--- config.mk ---
export PLATFORM = sky130hd
export DESIGN_NAME = clk_div_ctrl
export DESIGN_NICKNAME = d
export VERILOG_FILES = /design/src/rtl/clk_div_ctrl.sv
export SDC_FILE = /design/constraint.sdc
export NUM_CORES = 1
export LEC_CHECK = 0
export ABC_AREA = 1
export CORE_ASPECT_RATIO = 0.9
export CORE_UTILIZATION = 55
export DETAILED_ROUTE_END_ITERATION = 8
export GPL_ROUTABILITY_DRIVEN = 0
export GPL_TIMING_DRIVEN = 1
export PLACE_DENSITY = 0.87
export SYNTH_ARGS = -nofsm -noshare
export SYNTH_HDL_FRONTEND = slang
export SYNTH_SLANG_ARGS = --single-unit
--- constraint.sdc ---
create_clock -name clk -period 3.6 [get_ports clk]
set_input_delay 0.36 -clock clk [delete_from_list [all_inputs] [get_ports clk]]
set_output_delay 0.36 -clock clk [all_outputs]
set_load 0.1 [all_outputs]
--- src/rtl/clk_div_ctrl.sv ---
// Runtime-programmable clock divider: registered divided clock, tick strobe and a
// req/ack ratio-change handshake that only takes effect on a period boundary.
module clk_div_ctrl #(
    parameter int DIV_W       = 8,
    parameter int DEFAULT_DIV = 8
) (
    input  logic             clk,
    input  logic             rst_n,
    input  logic             en,
    input  logic             div_req,
    input  logic [DIV_W-1:0] div_val,
    output logic             div_ack,
    output logic             div_err,
    output logic [DIV_W-1:0] div_cur,
    output logic             clk_out,
    output logic             tick,
    output logic             active
);

    typedef enum logic [1:0] {IDLE, RUN, DRAIN} state_t;

    localparam logic [DIV_W-1:0] DEF_DIV = DIV_W'(DEFAULT_DIV);

    state_t           state, state_nxt;
    logic [DIV_W-1:0] cnt, cnt_nxt, div_nxt, pend_val;
    logic             pending, pending_nxt;
    logic             clk_out_nxt, tick_nxt, ack_nxt, err_nxt, active_nxt;
    logic             wrap, capture, val_ok, apply_now, apply_pend, pend_set;

    assign wrap    = (state != IDLE) && (cnt == div_cur - DIV_W'(1));
    assign capture = div_req && !div_ack && !div_err && !pending;
    assign val_ok  = div_val >= DIV_W'(2);

    // An idle divider that is not starting can take a new ratio immediately; if en rises
    // on the same edge the first period keeps the old ratio and the request waits a wrap.
    assign apply_now  = capture && val_ok && (state == IDLE) && !en;
    assign apply_pend = pending && ((state == IDLE) || wrap);
    assign pend_set   = capture && val_ok && !apply_now;

    // NOTE: sequential state uses non-blocking assignments so every register samples
    // pre-edge values regardless of statement order.
    always_ff @(posedge clk or negedge rst_n) begin
        if (!rst_n) state <= IDLE;
        else        state <= state_nxt;
    end

    always_comb begin
        state_nxt = state;
        unique case (state)
            IDLE:    if (en) state_nxt = RUN;
            RUN:     if (!en) state_nxt = DRAIN;
            DRAIN:   if (en) state_nxt = RUN;
                     else if (wrap) state_nxt = IDLE;
            default: state_nxt = IDLE;
        endcase
    end

    // NOTE: every signal driven here gets a default first, so no path infers a latch.
    always_comb begin
        div_nxt = div_cur;
        if (apply_pend)     div_nxt = pend_val;
        else if (apply_now) div_nxt = div_val;

        cnt_nxt = '0;
        if (state != IDLE && state_nxt != IDLE && !wrap) cnt_nxt = cnt + DIV_W'(1);

        active_nxt  = (state_nxt != IDLE);
        clk_out_nxt = active_nxt && (cnt_nxt < (div_nxt >> 1));
        tick_nxt    = active_nxt && (cnt_nxt == '0);
        ack_nxt     = apply_pend || apply_now;
        err_nxt     = capture && !val_ok;

        pending_nxt = pending;
        if (pend_set)        pending_nxt = 1'b1;
        else if (apply_pend) pending_nxt = 1'b0;
    end

    always_ff @(posedge clk or negedge rst_n) begin
        if (!rst_n) begin
            cnt      <= '0;
            div_cur  <= DEF_DIV;
            clk_out  <= 1'b0;
            tick     <= 1'b0;
            div_ack  <= 1'b0;
            div_err  <= 1'b0;
            active   <= 1'b0;
            pending  <= 1'b0;
            pend_val <= DEF_DIV;
        end else begin
            cnt     <= cnt_nxt;
            div_cur <= div_nxt;
            clk_out <= clk_out_nxt;
            tick    <= tick_nxt;
            div_ack <= ack_nxt;
            div_err <= err_nxt;
            active  <= active_nxt;
            pending <= pending_nxt;
            if (pend_set) pend_val <= div_val;
        end
    end

endmodule
==> reports/results.tsv, run 1 <==
stage	metric	value	unit
status	status	finished, final reports clean	
power	p_int	990	uW
placed_design	dp_slack	704	ps
synthesis	yosysTopAreaCell	dfrtp_1	
synthesis	ys.flop_type	dfrtp_1	
global_route	grt-ovfl-total	0	
power	p_sw_share	52.6	%
synthesis	seq_area_frac_synth	41.8	%
cts	clock_latency	280	ps
global_route	grt_pass1_vias	1539	
sta	max_freq	369	MHz
sta	whs	453	ps
worst_setup_path	cp.arrival	2930	ps
cts	post-cts-setup-buffers	0	
sta	worst_slew_pin_slew	966	ps
power	irDropWorstVdd	0.000598	V
cts	cts_buffer_depth	2	
floorplan	core_region_area	3190	um2
synthesis	ys_top_cells_by_count	54 x nand2_1, 34 x inv_1, 30 x dfrtp_1, 26 x nor2_1, 13 x o21ai_0	
global_route	grt_start_max_net_pins	33	
cts	cts_hold_buffers	0	
sta	worst_slack	889	ps
floorplan	die_h	58.1	um
job	cap_violations	0	
worst_setup_path	r2r_start	div_cur[0]$_DFFE_PN0P_	
worst_setup_path	path_class	reg2reg	
synthesis	synthesis.area	1920	um2
global_route	use_met3	5.71	%
synthesis	post_synth.cell_area_avg	7.87	um2
worst_setup_path	startpoint	div_cur[0]$_DFFE_PN0P_	
cells_and_area	diodes	0	
route	first_iter_violations	36	
sta	slew_headroom	35.4	%
worst_setup_path	critPathRequiredTime	3810	ps
power	pwr-share-clk	13.2	%
floorplan	initial_utilization	60.3	%
route	drc	0	
cts	path_clk_slew	60	ps
worst_setup_path	r2r_setup_slack	890	ps
synthesis	synth_async_sr_flop_share	100	%
power	seq_power_share	29.9	%
cells_and_area	areaGrowthSynthToFinish	19.5	%
synthesis	yosysMostFrequentCell	nand2_1	
power	power.density	909	nW/um2
global_route	grt_use_met1	34.3	%
route	drt-wirelength-per-cell	12.7	um
route	firstDrtPassIters	4	
cts	cts_inserted_buffers	5	
route	vias	1653	
floorplan	dieWidth	64.3	um
synthesis	syn_nets	264	
sta	fin_worst_skew	5.15	ps
global_route	gr-usage-all-layers	25.7	%
power	p_sw	1100	uW
worst_setup_path	end_kind	flip-flop	
sta	setup_viol	0	
synthesis	yosysWarnings	0	
sta	fin_crit_sh	75.3	%
synthesis	synth_enable_flop_cells	0	
floorplan	ios	25	
floorplan	rows	19	
worst_setup_path	critPathMaxFanout	14	
route	ant_nets	0	
cts	cts_resized	0	
cts	cts_tree	yes	
power	combinationalPowerShare	56.9	%
global_route	grt_pass1_wl	7.08	mm
sta	drv_slew	0	
placed_design	hpwl	3.17	mm
sta	rsz0062_at_grt	no	
cts	cts_sinks	32	
cells_and_area	finalNetCount	293	
global_route	antenna_found_initial	0	
worst_hold_path	hold_class	in2async	
global_route	grt_use_met2	41.7	%
placed_design	io_buffers	24	
synthesis	synth_top_area_share	39.1	%
worst_setup_path	start_kind	flip-flop	
route	drt_wl_total	4.02	mm
cts	ctsRootBufferMaster	clkbuf_8	
synthesis	ys_ff_latch	32	
cells_and_area	n_fill_cell	260	
sta	finalCriticalPeriod	2710	ps
floorplan	die_area	3730	um2
sta	hold_violations	0	
cts	htreeDepth	2	
sta	tns	0	ps
synthesis	syn_inst	244	
route	vias_per_cell	5.23	
synthesis	ys_types	31	
power	p_leak	0.00118	uW
global_route	top_usage_layer	met2	
synthesis	synth.area.top_cells	dfrtp_1 39%, nand2_1 11%, inv_1 6.6%, ha_1 5.2%, nor2_1 5.1%	
cells_and_area	drive_gt1_share	15.3	%
power groups by stage:
stage / Clock, uW / Sequential [uW] / Combinational, uW
2_1_floorplan: 0 / 1010 / 533
3_3_place_gp: 0 / 622 / 1150
3_5_place_dp: 0 / 627 / 1180
4_1_cts: 280 / 623 / 1190
5_1_grt: 302 / 639 / 1300
6_report: 275 / 625 / 1190
worst max-delay path, stage by stage, from the launching register on:
cell	delay [ps]
dfrtp_1	400
inv_2	80
ha_1	310
inv_1	70
nand2_1	40
nand2_1	60
nand2_1	50
nor2_1	110
nand3_1	90
nor2_2	150
nand3_4	120
nand2_4	110
nand2_4	140
o211ai_2	100
o21ai_2	100
ha_1	320
a21oi_1	160
nand4_1	120
a21oi_2	120
logic make-up (layout without fill, tap and decap cells):
| group | after synthesis | in the layout | synth area share (%) |
|---|---|---|---|
| buf+inv | 49 | 79 | 9.77 |
| compound gates | 34 | 34 | 12.2 |
| xor+xnor | 6 | 6 | 2.74 |
| fa+ha+maj | 8 | 8 | 5.21 |
| flops | 32 | 32 | 41.8 |
| simple gates | 115 | 115 | 28.3 |
path summary, 6_finish.rpt:
| check | endpoint | cells past startpoint |
|---|---|---|
| worst min register to register | pend_val[0]$_DFFE_PN0P_ | 2 |
| worst max-delay path | clk_out$_DFF_PN0_ | 18 |
| worst max register to register | clk_out$_DFF_PN0_ | 18 |
| worst min-delay path | pend_val[0]$_DFFE_PN0P_ | 2 |
| max in group asynchronous | div_cur[3]$_DFF_PN1_ | 2 |
| min in group clk | pend_val[0]$_DFFE_PN0P_ | 2 |
through the flow:
| step | area (um2) | cells | power [uW] | utilization (%) |
|---|---|---|---|---|
| 3_3_place_gp | 2210 | 308 | 1780 | 69.2 |
| 6_report | 2300 | 316 | 2090 | 72.1 |
| 5_1_grt | 2300 | 316 | 2240 | 72.1 |
| 4_1_cts | 2300 | 316 | 2090 | 72.1 |
| 2_1_floorplan | 1920 | 244 | 1540 | - |
| 3_5_place_dp | 2210 | 308 | 1810 | 69.2 |
metal layers:
layer / part of all wire [%] / wire, um
met5: 0 / 0
met4: 1.2 / 47
met3: 4.4 / 175
met2: 48 / 1930
met1: 47 / 1870
sequential cells by signal (all words and copies together) (netlist names):
register / count
active: 1
clk_out: 1
cnt: 8
div_ack: 1
div_cur: 8
div_err: 1
pend_val: 8
pending: 1
state: 2
tick: 1
placed cells by master, fill, tap and decap left out, drive strengths merged, types with 2 or more instances in the layout:
cell and n:
nand3 12, o21ai 22, dfrtp 30, inv 46, ha 8, dfstp 2
a21oi 5, nor2 29, nand4 8, clkdlybuf4s50 24, xor2 5, clkbuf 8
and2 2, nand2 58, nor3 3, o211ai 6
area by class of cell:
type	instances	area, um2	area share (%)
multi-input cells	163	930	40.5
well taps	42	52.6	2.29
flip-flops and latches	32	803	35.0
repair buffers	25	248	10.8
clock buffers	8	90.1	3.92
inverters	46	173	7.52
Power figures use the tool's default switching activity.
==> run 2: changes to the inputs <==
CORE_UTILIZATION = 49   (was 55)
PLACE_DENSITY = 0.82   (was 0.87)
clock period = 2.3 ns   (was 3.6 ns; I/O delays follow)
==> run 2 against run 1 <==
The flow now finishes with violations (negative setup slack); utilization increased by 1.0 points; critical path type unchanged; largest power group unchanged; die area rose by 12%; setup slack got worse by 1300 ps; highest routed layer unchanged; register-to-register slack got worse by 1300 ps.
==> reports/results.tsv, run 2 (synthesized netlist as in run 1, its figures left out) <==
stage	metric	value	unit
status	status	finished with violations	
status	violations	negative setup slack	
worst_setup_path	start_kind	flip-flop	
sta	rsz0062_at_grt	yes	
route	vias	1884	
power	p_leak	0.00138	uW
worst_setup_path	critPathRequiredTime	2470	ps
sta	hold_violations	0	
route	drt-wirelength-per-cell	14.5	um
cts	cts_buffer_depth	2	
cts	path_clk_slew	70	ps
global_route	grt_use_met1	30.9	%
cts	cts_tree	yes	
global_route	grt_use_met2	37.7	%
route	drt_wl_total	5.26	mm
placed_design	io_buffers	24	
route	ant_nets	0	
power	power.density	1420	nW/um2
global_route	top_usage_layer	met2	
cells_and_area	drive_gt1_share	37.7	%
worst_setup_path	critPathMaxFanout	8	
sta	worst_slack	-388	ps
route	vias_per_cell	5.20	
route	first_iter_violations	94	
sta	max_freq	372	MHz
worst_setup_path	r2r_setup_slack	-390	ps
global_route	grt_start_max_net_pins	33	
placed_design	dp_cells	342	
sta	setup_viol	3	
placed_design	dp_slack	-291	ps
floorplan	rows	21	
worst_setup_path	cp.arrival	2860	ps
cells_and_area	largestRegisters	cnt (8), div_cur (8), pend_val (8)	
cells_and_area	final_cell_mix	53 x buf_4, 50 x nand2_1, 30 x inv_1	
floorplan	die_area	4170	um2
sta	fin_crit_sh	117	%
cts	cts_sinks	32	
cells_and_area	instances_no_fill	362	
sta	drv_slew	0	
sta	slew_headroom	65.2	%
cts	cts_inserted_buffers	5	
global_route	grt_pass1_vias	1590	
cts	ctsRootBufferMaster	clkbuf_8	
cells_and_area	final_cell_area	2730	um2
global_route	use_met3	6.48	%
floorplan	ios	25	
floorplan	core_region_area	3730	um2
cells_and_area	areaGrowthSynthToFinish	42.0	%
cts	htreeDepth	2	
cts	clock_latency	290	ps
worst_hold_path	hold_class	in2async	
worst_setup_path	crit_top_cell	nand2_1	
floorplan	die_h	61.4	um
global_route	antenna_found_initial	0	
power	p_total	3880	uW
route	drc	0	
cells_and_area	finalNetCount	335	
cts	cts_hold_buffers	0	
worst_setup_path	cp_slowest_cell	dfrtp_4	
global_route	gr-usage-all-layers	23.8	%
job	cap_violations	0	
route	firstDrtPassIters	4	
power	irDropWorstVdd	0.000954	V
worst_setup_path	path_class	reg2reg	
cells_and_area	n_fill_cell	266	
floorplan	dieWidth	68.0	um
sta	finalCriticalPeriod	2690	ps
global_route	grt-ovfl-total	0	
cells_and_area	diodes	0	
placed_design	place_area	2440	um2
worst_setup_path	critical_path.max_stage_delay	480	ps
floorplan	initial_utilization	51.5	%
cells_and_area	final_common_cell	buf_4	
sta	fin_worst_skew	5.58	ps
placed_design	hpwl	3.35	mm
sta	worst_slew_pin_slew	521	ps
worst_setup_path	crit_path_cell_trace	inv_4 > ha_4 > inv_2 > nand2_1 > nand2_1 > nand2_1 > nor2_1 > nand3_1 > nor2_2 > nand3_4 > nand2_4 > nand2_8 > buf_8 > o211ai_1 > o21ai_4 > ha_1 > nand2_1 > nor2_1 > a21oi_2	
global_route	grt_pass1_wl	7.07	mm
worst_setup_path	end_kind	flip-flop	
## run 2: cell types whose count changed in the layout (fill, tap and decap cells not counted), moves of 6 or more
cell	before	now
buf_4	1	53
clkdlybuf4s50_1	24	11
dfrtp_2	0	6
dfrtp_1	30	22
## run 2: repair_timing
| item | 4_1_cts | 5_1_grt |
|---|---|---|
| pin swaps | 3 | 18 |
| endpoints found under the setup margin | 1 | 3 |
| setup buffers | 2 | 10 |
| gates resized for setup | 1 | 21 |
## run 2: stage by stage
step | hold slack, ps | util [%] | TNS, ps
2_1_floorplan | -65.6 | - | -355
3_3_place_gp | 471 | 65.4 | -230
3_5_place_dp | 474 | 65.4 | -291
4_1_cts | 340 | 68.4 | -373
5_1_grt | 371 | 73.1 | -1310
6_report | 336 | 73.1 | -595
## run 2: path summary, 6_finish.rpt
| check | startpoint | to | cells past startpoint |
|---|---|---|---|
| min in group clk | pend_val[0]$_DFFE_PN0P_ | pend_val[0]$_DFFE_PN0P_ | 2 |
| max | div_cur[0]$_DFFE_PN0P_ | clk_out$_DFF_PN0_ | 19 |
| max reg2reg | div_cur[0]$_DFFE_PN0P_ | clk_out$_DFF_PN0_ | 19 |
| min reg2reg | pend_val[0]$_DFFE_PN0P_ | pend_val[0]$_DFFE_PN0P_ | 2 |
| max in group asynchronous | rst_n | div_cur[0]$_DFFE_PN0P_ | 2 |
| min | rst_n | pend_val[7]$_DFFE_PN0P_ | 2 |
## run 2: critical path, delay by kind of cell (launching register included)
kind                       cells  cell delay (ps)
and+or+nand+nor               11             1000
adders and majority gates      2              490
DFF                            1              480
AOI/OAI and AO/OA              3              330
buffers and inverters          3              270
## run 2: power by group
group	total [uW]	leakage, uW	switching, uW	internal, uW
Combinational	2440	0.000951	1560	880
Clock	449	0.0000455	205	244
Sequential	993	0.000386	204	789
## run 2: per-layer routing
layer	wire length (um)	up-vias
met5	0	-
met4	143	0
met3	190	17
met2	2660	55
met1	2260	895
li1	-	917
## run 2: area by class of cell
cell class | instances | area, um2 | area share (%)
multi-input cells | 163 | 1030 | 37.9
flip-flops and latches | 32 | 822 | 30.1
inverters | 46 | 178 | 6.51
well taps | 46 | 57.6 | 2.11
repair buffers | 67 | 546 | 20.0
clock buffers | 8 | 90.1 | 3.30
